**src/rtl/mips_instr_sequencer_if.sv**
```systemverilog
// Instruction-memory fetch bus between mips_instr_sequencer (master) and imem (slave).
// A fetch is complete on the first cycle where req and valid are both high.
interface mips_instr_sequencer_if #(
    parameter int ADDR_W = 7
) ();
    logic              req;
    logic [ADDR_W-1:0] addr;
    logic [31:0]       rdata;
    logic              valid;

    modport master (
        output req,
        output addr,
        input  rdata,
        input  valid
    );

    modport slave (
        input  req,
        input  addr,
        output rdata,
        output valid
    );
endinterface

```
**src/rtl/mips_instr_sequencer.sv**
```systemverilog
// Fetch/issue controller for mipscpu: fetches, issues with a newinstr pulse, waits per-class exec time.
// Optional macro SEQ_BRANCH_EN: accept beq (opcode 4) and branch on alu_zero at the end of its EXEC.
module mips_instr_sequencer #(
    parameter int          ADDR_W    = 7,
    parameter int          CNT_W     = 16,
    parameter int          RTYPE_CYC = 3,
    parameter int          LW_CYC    = 4,
    parameter int          SW_CYC    = 3,
    parameter logic [31:0] HALT_WORD = 32'hFFFF_FFFF
) (
    input  logic                          clk,
    input  logic                          rst,
    input  logic                          start,
    mips_instr_sequencer_if.master        imem,
    input  logic                          alu_zero,
    output logic [31:0]                   instrword,
    output logic                          newinstr,
    output logic [ADDR_W-1:0]             pc,
    output logic [CNT_W-1:0]              retired,
    output logic                          halted,
    output logic                          illegal
);

    localparam int MAX_CYC_A = (RTYPE_CYC > LW_CYC) ? RTYPE_CYC : LW_CYC;
    localparam int MAX_CYC   = (MAX_CYC_A > SW_CYC) ? MAX_CYC_A : SW_CYC;
    localparam int CYC_W     = $clog2(MAX_CYC + 1);

    localparam logic [5:0] OP_RTYPE = 6'd0;
    localparam logic [5:0] OP_BEQ   = 6'd4;
    localparam logic [5:0] OP_LW    = 6'd35;
    localparam logic [5:0] OP_SW    = 6'd43;

    typedef enum logic [2:0] {
        S_IDLE,
        S_FETCH,
        S_ISSUE,
        S_EXEC,
        S_HALT
    } state_t;

    state_t             state, state_n;
    logic               req_q, req_n;
    logic [CYC_W-1:0]   cnt, cnt_n;
    logic [ADDR_W-1:0]  pc_n;
    logic [31:0]        instr_n;
    logic [CNT_W-1:0]   retired_n;
    logic               newinstr_n;
    logic               halted_n;
    logic               illegal_n;

    function automatic logic is_legal(input logic [5:0] op);
        logic ok;
        ok = (op == OP_RTYPE) || (op == OP_LW) || (op == OP_SW);
`ifdef SEQ_BRANCH_EN
        ok = ok || (op == OP_BEQ);
`endif
        return ok;
    endfunction

    // Counter is loaded with N-1 so EXEC lasts exactly N cycles; beq shares the R-type timing.
    function automatic logic [CYC_W-1:0] exec_load(input logic [5:0] op);
        logic [CYC_W-1:0] v;
        case (op)
            OP_LW:   v = CYC_W'(LW_CYC - 1);
            OP_SW:   v = CYC_W'(SW_CYC - 1);
            default: v = CYC_W'(RTYPE_CYC - 1);
        endcase
        return v;
    endfunction

    assign imem.req  = req_q;
    assign imem.addr = pc;

`ifndef SEQ_BRANCH_EN
    logic unused_alu_zero;
    assign unused_alu_zero = alu_zero;
`endif

    always_ff @(posedge clk or posedge rst) begin
        if (rst) begin
            state     <= S_IDLE;
            req_q     <= 1'b0;
            cnt       <= '0;
            pc        <= '0;
            instrword <= '0;
            retired   <= '0;
            newinstr  <= 1'b0;
            halted    <= 1'b0;
            illegal   <= 1'b0;
        end else begin
            state     <= state_n;
            req_q     <= req_n;
            cnt       <= cnt_n;
            pc        <= pc_n;
            instrword <= instr_n;
            retired   <= retired_n;
            newinstr  <= newinstr_n;
            halted    <= halted_n;
            illegal   <= illegal_n;
        end
    end

    // FETCH spends one cycle raising req before it accepts valid, which gives the N+3 issue period.
    always_comb begin
        state_n    = state;
        req_n      = req_q;
        cnt_n      = cnt;
        pc_n       = pc;
        instr_n    = instrword;
        retired_n  = retired;
        newinstr_n = 1'b0;
        halted_n   = halted;
        illegal_n  = illegal;

        case (state)
            S_IDLE, S_HALT: begin
                if (start) begin
                    pc_n      = '0;
                    retired_n = '0;
                    illegal_n = 1'b0;
                    halted_n  = 1'b0;
                    req_n     = 1'b0;
                    state_n   = S_FETCH;
                end
            end

            S_FETCH: begin
                if (!req_q) begin
                    req_n = 1'b1;
                end else if (imem.valid) begin
                    req_n   = 1'b0;
                    instr_n = imem.rdata;
                    if (imem.rdata == HALT_WORD) begin
                        halted_n = 1'b1;
                        state_n  = S_HALT;
                    end else if (!is_legal(imem.rdata[31:26])) begin
                        halted_n  = 1'b1;
                        illegal_n = 1'b1;
                        state_n   = S_HALT;
                    end else begin
                        state_n = S_ISSUE;
                    end
                end
            end

            S_ISSUE: begin
                newinstr_n = 1'b1;
                cnt_n      = exec_load(instrword[31:26]);
                state_n    = S_EXEC;
            end

            S_EXEC: begin
                if (cnt == '0) begin
`ifdef SEQ_BRANCH_EN
                    if ((instrword[31:26] == OP_BEQ) && alu_zero) begin
                        pc_n = pc + ADDR_W'(1) + ADDR_W'($signed(instrword[15:0]));
                    end else begin
                        pc_n = pc + ADDR_W'(1);
                    end
`else
                    pc_n = pc + ADDR_W'(1);
`endif
                    if (retired != '1) begin
                        retired_n = retired + CNT_W'(1);
                    end
                    state_n = S_FETCH;
                end else begin
                    cnt_n = cnt - CYC_W'(1);
                end
            end

            default: begin
                state_n = S_IDLE;
            end
        endcase
    end

endmodule

```
**src/flat_wrapper.sv**
```systemverilog
// flat-port wrapper written by rule: the top's interface ports become plain ports
module mips_instr_sequencer_flat 
#(
    parameter int          ADDR_W    = 7,
    parameter int          CNT_W     = 16,
    parameter int          RTYPE_CYC = 3,
    parameter int          LW_CYC    = 4,
    parameter int          SW_CYC    = 3,
    parameter logic [31:0] HALT_WORD = 32'hFFFF_FFFF
)
  (clk, rst, start, alu_zero, instrword, newinstr, pc, retired, halted, illegal, imem_req, imem_addr, imem_rdata, imem_valid);
  mips_instr_sequencer_if #(.ADDR_W(ADDR_W)) imem_i ();
  input  logic clk;
  input  logic rst;
  input  logic start;
  input  logic alu_zero;
  output logic [31:0] instrword;
  output logic newinstr;
  output logic [ADDR_W-1:0] pc;
  output logic [CNT_W-1:0] retired;
  output logic halted;
  output logic illegal;
  output wire logic [$bits(imem_i.req)-1:0] imem_req;
  output wire logic [$bits(imem_i.addr)-1:0] imem_addr;
  input wire logic [$bits(imem_i.rdata)-1:0] imem_rdata;
  input wire logic [$bits(imem_i.valid)-1:0] imem_valid;
  assign imem_req = imem_i.req;
  assign imem_addr = imem_i.addr;
  assign imem_i.rdata = imem_rdata;
  assign imem_i.valid = imem_valid;
  mips_instr_sequencer #(.ADDR_W(ADDR_W), .CNT_W(CNT_W), .RTYPE_CYC(RTYPE_CYC), .LW_CYC(LW_CYC), .SW_CYC(SW_CYC), .HALT_WORD(HALT_WORD)) u_core (.clk(clk), .rst(rst), .start(start), .imem(imem_i), .alu_zero(alu_zero), .instrword(instrword), .newinstr(newinstr), .pc(pc), .retired(retired), .halted(halted), .illegal(illegal));
endmodule
```
**config.mk**
```make
export PLATFORM = sky130hd
export DESIGN_NAME = mips_instr_sequencer_flat
export DESIGN_NICKNAME = d
export VERILOG_FILES = /design/src/rtl/mips_instr_sequencer_if.sv /design/src/rtl/mips_instr_sequencer.sv /design/src/flat_wrapper.sv
export SDC_FILE = /design/constraint.sdc
export NUM_CORES = 1
export LEC_CHECK = 0
export ABC_AREA = 1
export CAP_MARGIN = 20
export CORE_MARGIN = 4
export CORE_UTILIZATION = 47
export DETAILED_ROUTE_END_ITERATION = 8
export HOLD_SLACK_MARGIN = 0.05
export PLACE_DENSITY_LB_ADDON = 0.12
export SETUP_SLACK_MARGIN = 0.2
export SYNTH_ARGS = -nofsm -noshare
export SYNTH_HDL_FRONTEND = slang
export SYNTH_SLANG_ARGS = --single-unit
```
**constraint.sdc**
```tcl
create_clock -name clk -period 2.4 [get_ports clk]
set_input_delay 0.24 -clock clk [delete_from_list [all_inputs] [get_ports clk]]
set_output_delay 0.24 -clock clk [all_outputs]
set_load 0.02 [all_outputs]
```
==> results.toml <==
[critical_path]
r2r_cells = 10
critPathMaxStageDelay_ns = 0.43
end_kind = "flip-flop"
crit_required_ns = 2.64
crit_type = "flip-flop to flip-flop"
cp.depth = 10
cp-start-kind = "flip-flop"
cpMaxStageDelayCell = "dfrtp_1"
critPathMostFrequentCell = "nand2_1"
path_cells = "ha_1 > nand3_2 > inv_2 > nand2_1 > nor2_1 > nand2_1 > nand2_4 > inv_1 > nand2_1 > nand2_1"
worstPathBufferInverterCount = 2
cpLargestDelayFamily = "simple AND/OR/NAND/NOR gates"
critPathMaxFanout = 29
worstPathArrival_ns = 2.10

[grt]
grtUsageTotal_pct = 19.7
grt_max_degree = 43
grt_pass1_wl_mm = 13.6
antenna_found_initial = 0
grt-ovfl-total = 0
grt_pass1_vias = 2953

[layout]
layout_common_cells = "183 x nand2_1, 101 x clkdlybuf4s50_1, 65 x dfrtp_1"
drive_gt1_share_pct = 9.29
nNetsFinal = 585
mostFrequentLayoutCell = "nand2_1"
finish.utilization_pct = 67.2
final_cells = 645
antenna_cells = 0
syn2layout_area_growth_pct = 36.6

[timing]
finalSetupViolations = 0
setup_ws_ns = 0.532
final-hold-violation-count = 0
slew_violations = 0
final.setup.tns_ns = 0
max_freq_mhz = 535
finalCritPeriodShare_pct = 77.8
grt_setup_unrepaired = "no"
slew_headroom_pct = 62.3
worst_pin_slew_ns = 0.565
fin_worst_skew_ns = 0.0109
fin_crit_ns = 1.87

[placed_design]
dp_slack_ns = 0.565
dpl.cell_count = 629
hpwlAfterDp_mm = 5.91
gp_congestion = 0.827
port_buffers = 101

[logic_synthesis]
syn-num-nets = 488
async_flop_share_pct = 100
synth.top_cell.area_share_pct = 47.6
yosysTopAreaCell = "dfrtp_1"
synth_cell_type_count = 31
synth_edf_count = 0
synth_cells = 447
syn_avg_cell_area_um2 = 7.64
synth_area_leaders = "dfrtp_1 48%, nand2_1 20%, nor2_1 4.8%, inv_1 3.4%, nand3_1 3.1%"
seq_area_frac_synth_pct = 47.6
synth_ff_type = "dfrtp_1"
yosysWarnings = 0
synth.cell_area_um2 = 3420
ys_ff_latch = 65

[floorplan]
rows = 30
ios = 103
die_h_um = 93.3
die-area_um2 = 8700
die_w_um = 93.3
core_region_area_um2 = 6940
initial_utilization_pct = 49.2

[route]
drt_wl_total_mm = 8.05
wire_per_inst_um = 12.5
drc = 0
vias = 3081
drtAntennaViolNets = 0
drt_iter0_drc = 141
vias_per_cell = 4.78
drt-pass1-iter-count = 5

[clocking]
insertion_delay_ns = 0.34
cts.repair.resized = 0
clkSlewWorstSetupHoldPaths_ns = 0.07
clock-root-buffer = "clkbuf_8"
cts_made_buffers = 9
ctsHtreeMaxLevel = 3
cts.path.max_buffers = 2
cts_tree = "done"
clkSinkCount = 65
hold_buffers = 0
post_cts_buffers = 0

[power_and_ir_drop]
combinationalPowerShare_pct = 41.5
p_sw_share_pct = 38.2
peakVddDrop_uv = 579
power_density_nw_per_um2 = 961
p_seq_share_pct = 36.4
power_frac_clock_pct = 22.1
p_int_mw = 2.77
p_leak_nw = 2.17
switching_power_mw = 1.71

[hold_path]
min_path_type = "input pin to async pin"

[run_status]
status = "completed"

[flow_run]
drv_cap = 0
## stage by stage
stage                     hold WS, ns  instance area [µm²]  total power, mW
after floorplan                 0.357                 3420             2.74
after global placement          0.452                 4450             3.48
after detailed placement        0.462                 4450             3.53
after CTS                       0.280                 4670             4.54
after global routing            0.318                 4670             4.81
final                           0.263                 4670             4.48
## metal layers
layer / GRT usage, % / vias to the layer above / part of all wire, %
li1: - / 1589 / -
met5: 0 / - / 0
met2: 31.7 / 90 / 47
met3: 8.29 / 6 / 9.4
met1: 24.0 / 1396 / 42
met4: 5.98 / 0 / 0.73
## registers in the layout, indices dropped and copies added, names as in the netlist
register and count:
u_core.newinstr 1, u_core.cnt 3, u_core.imem.req 1, u_core.halted 1, u_core.imem.addr 7, u_core.instrword 32
u_core.state 3, u_core.illegal 1, u_core.retired 16
## cell families (layout without fill, tap and decap cells)
family	count (synthesis)	count (layout)	share of synthesized area, %
XOR/XNOR	6	6	1.54
buffers and inverters	54	156	7.91
AND/OR/NAND/NOR	281	281	35.1
AO/OA/AOI/OAI	37	37	6.41
flip-flops	65	65	47.6
adder cells (fa/ha/maj)	4	4	1.46
## final timing paths
| check | start | endpoint | slack [ns] |
|---|---|---|---|
| max in group asynchronous | rst | u_core.instrword[19] | 1.52 |
| worst max register to register | u_core.retired[0] | u_core.retired[7] | 0.53 |
| worst min register to register | u_core.instrword[7] | u_core.instrword[7] | 0.47 |
| worst min-delay path | rst | u_core.retired[0] | 0.26 |
| worst max-delay path | u_core.retired[0] | u_core.retired[7] | 0.53 |
| min in group clk | imem_rdata[8] | u_core.instrword[8] | 0.46 |
## synth_stat cells (4+ instances only)
cell type  count
nand4_1       10
o21ai_0       19
o21ai_2        6
inv_1         31
a21oi_1        6
buf_2          5
xor2_1         6
ha_1           4
buf_4          8
nor2_1        44
nand3_1       21
nand2_1      183
dfrtp_1       65
nand2_2       10
## layout make-up
type | instances | area (µm²)
fillers | 594 | 2280
clock buffers | 12 | 165
multi-input cells | 328 | 1520
clock inverters | 4 | 50.0
well taps | 96 | 120
repair buffers | 104 | 1050
inverters | 36 | 139
flip-flops and latches | 65 | 1630
## power groups by stage
| stage | clock network [mW] | registers (mW) | logic, mW |
|---|---|---|---|
| 4_1_cts | 1.01 | 1.63 | 1.89 |
| 2_1_floorplan | 0 | 1.97 | 0.767 |
| 5_1_grt | 1.07 | 1.68 | 2.07 |
| 3_5_place_dp | 0 | 1.65 | 1.89 |
| 3_3_place_gp | 0 | 1.63 | 1.85 |
| 6_report | 0.991 | 1.63 | 1.86 |
No activity file was read; power rests on OpenSTA's default activity.
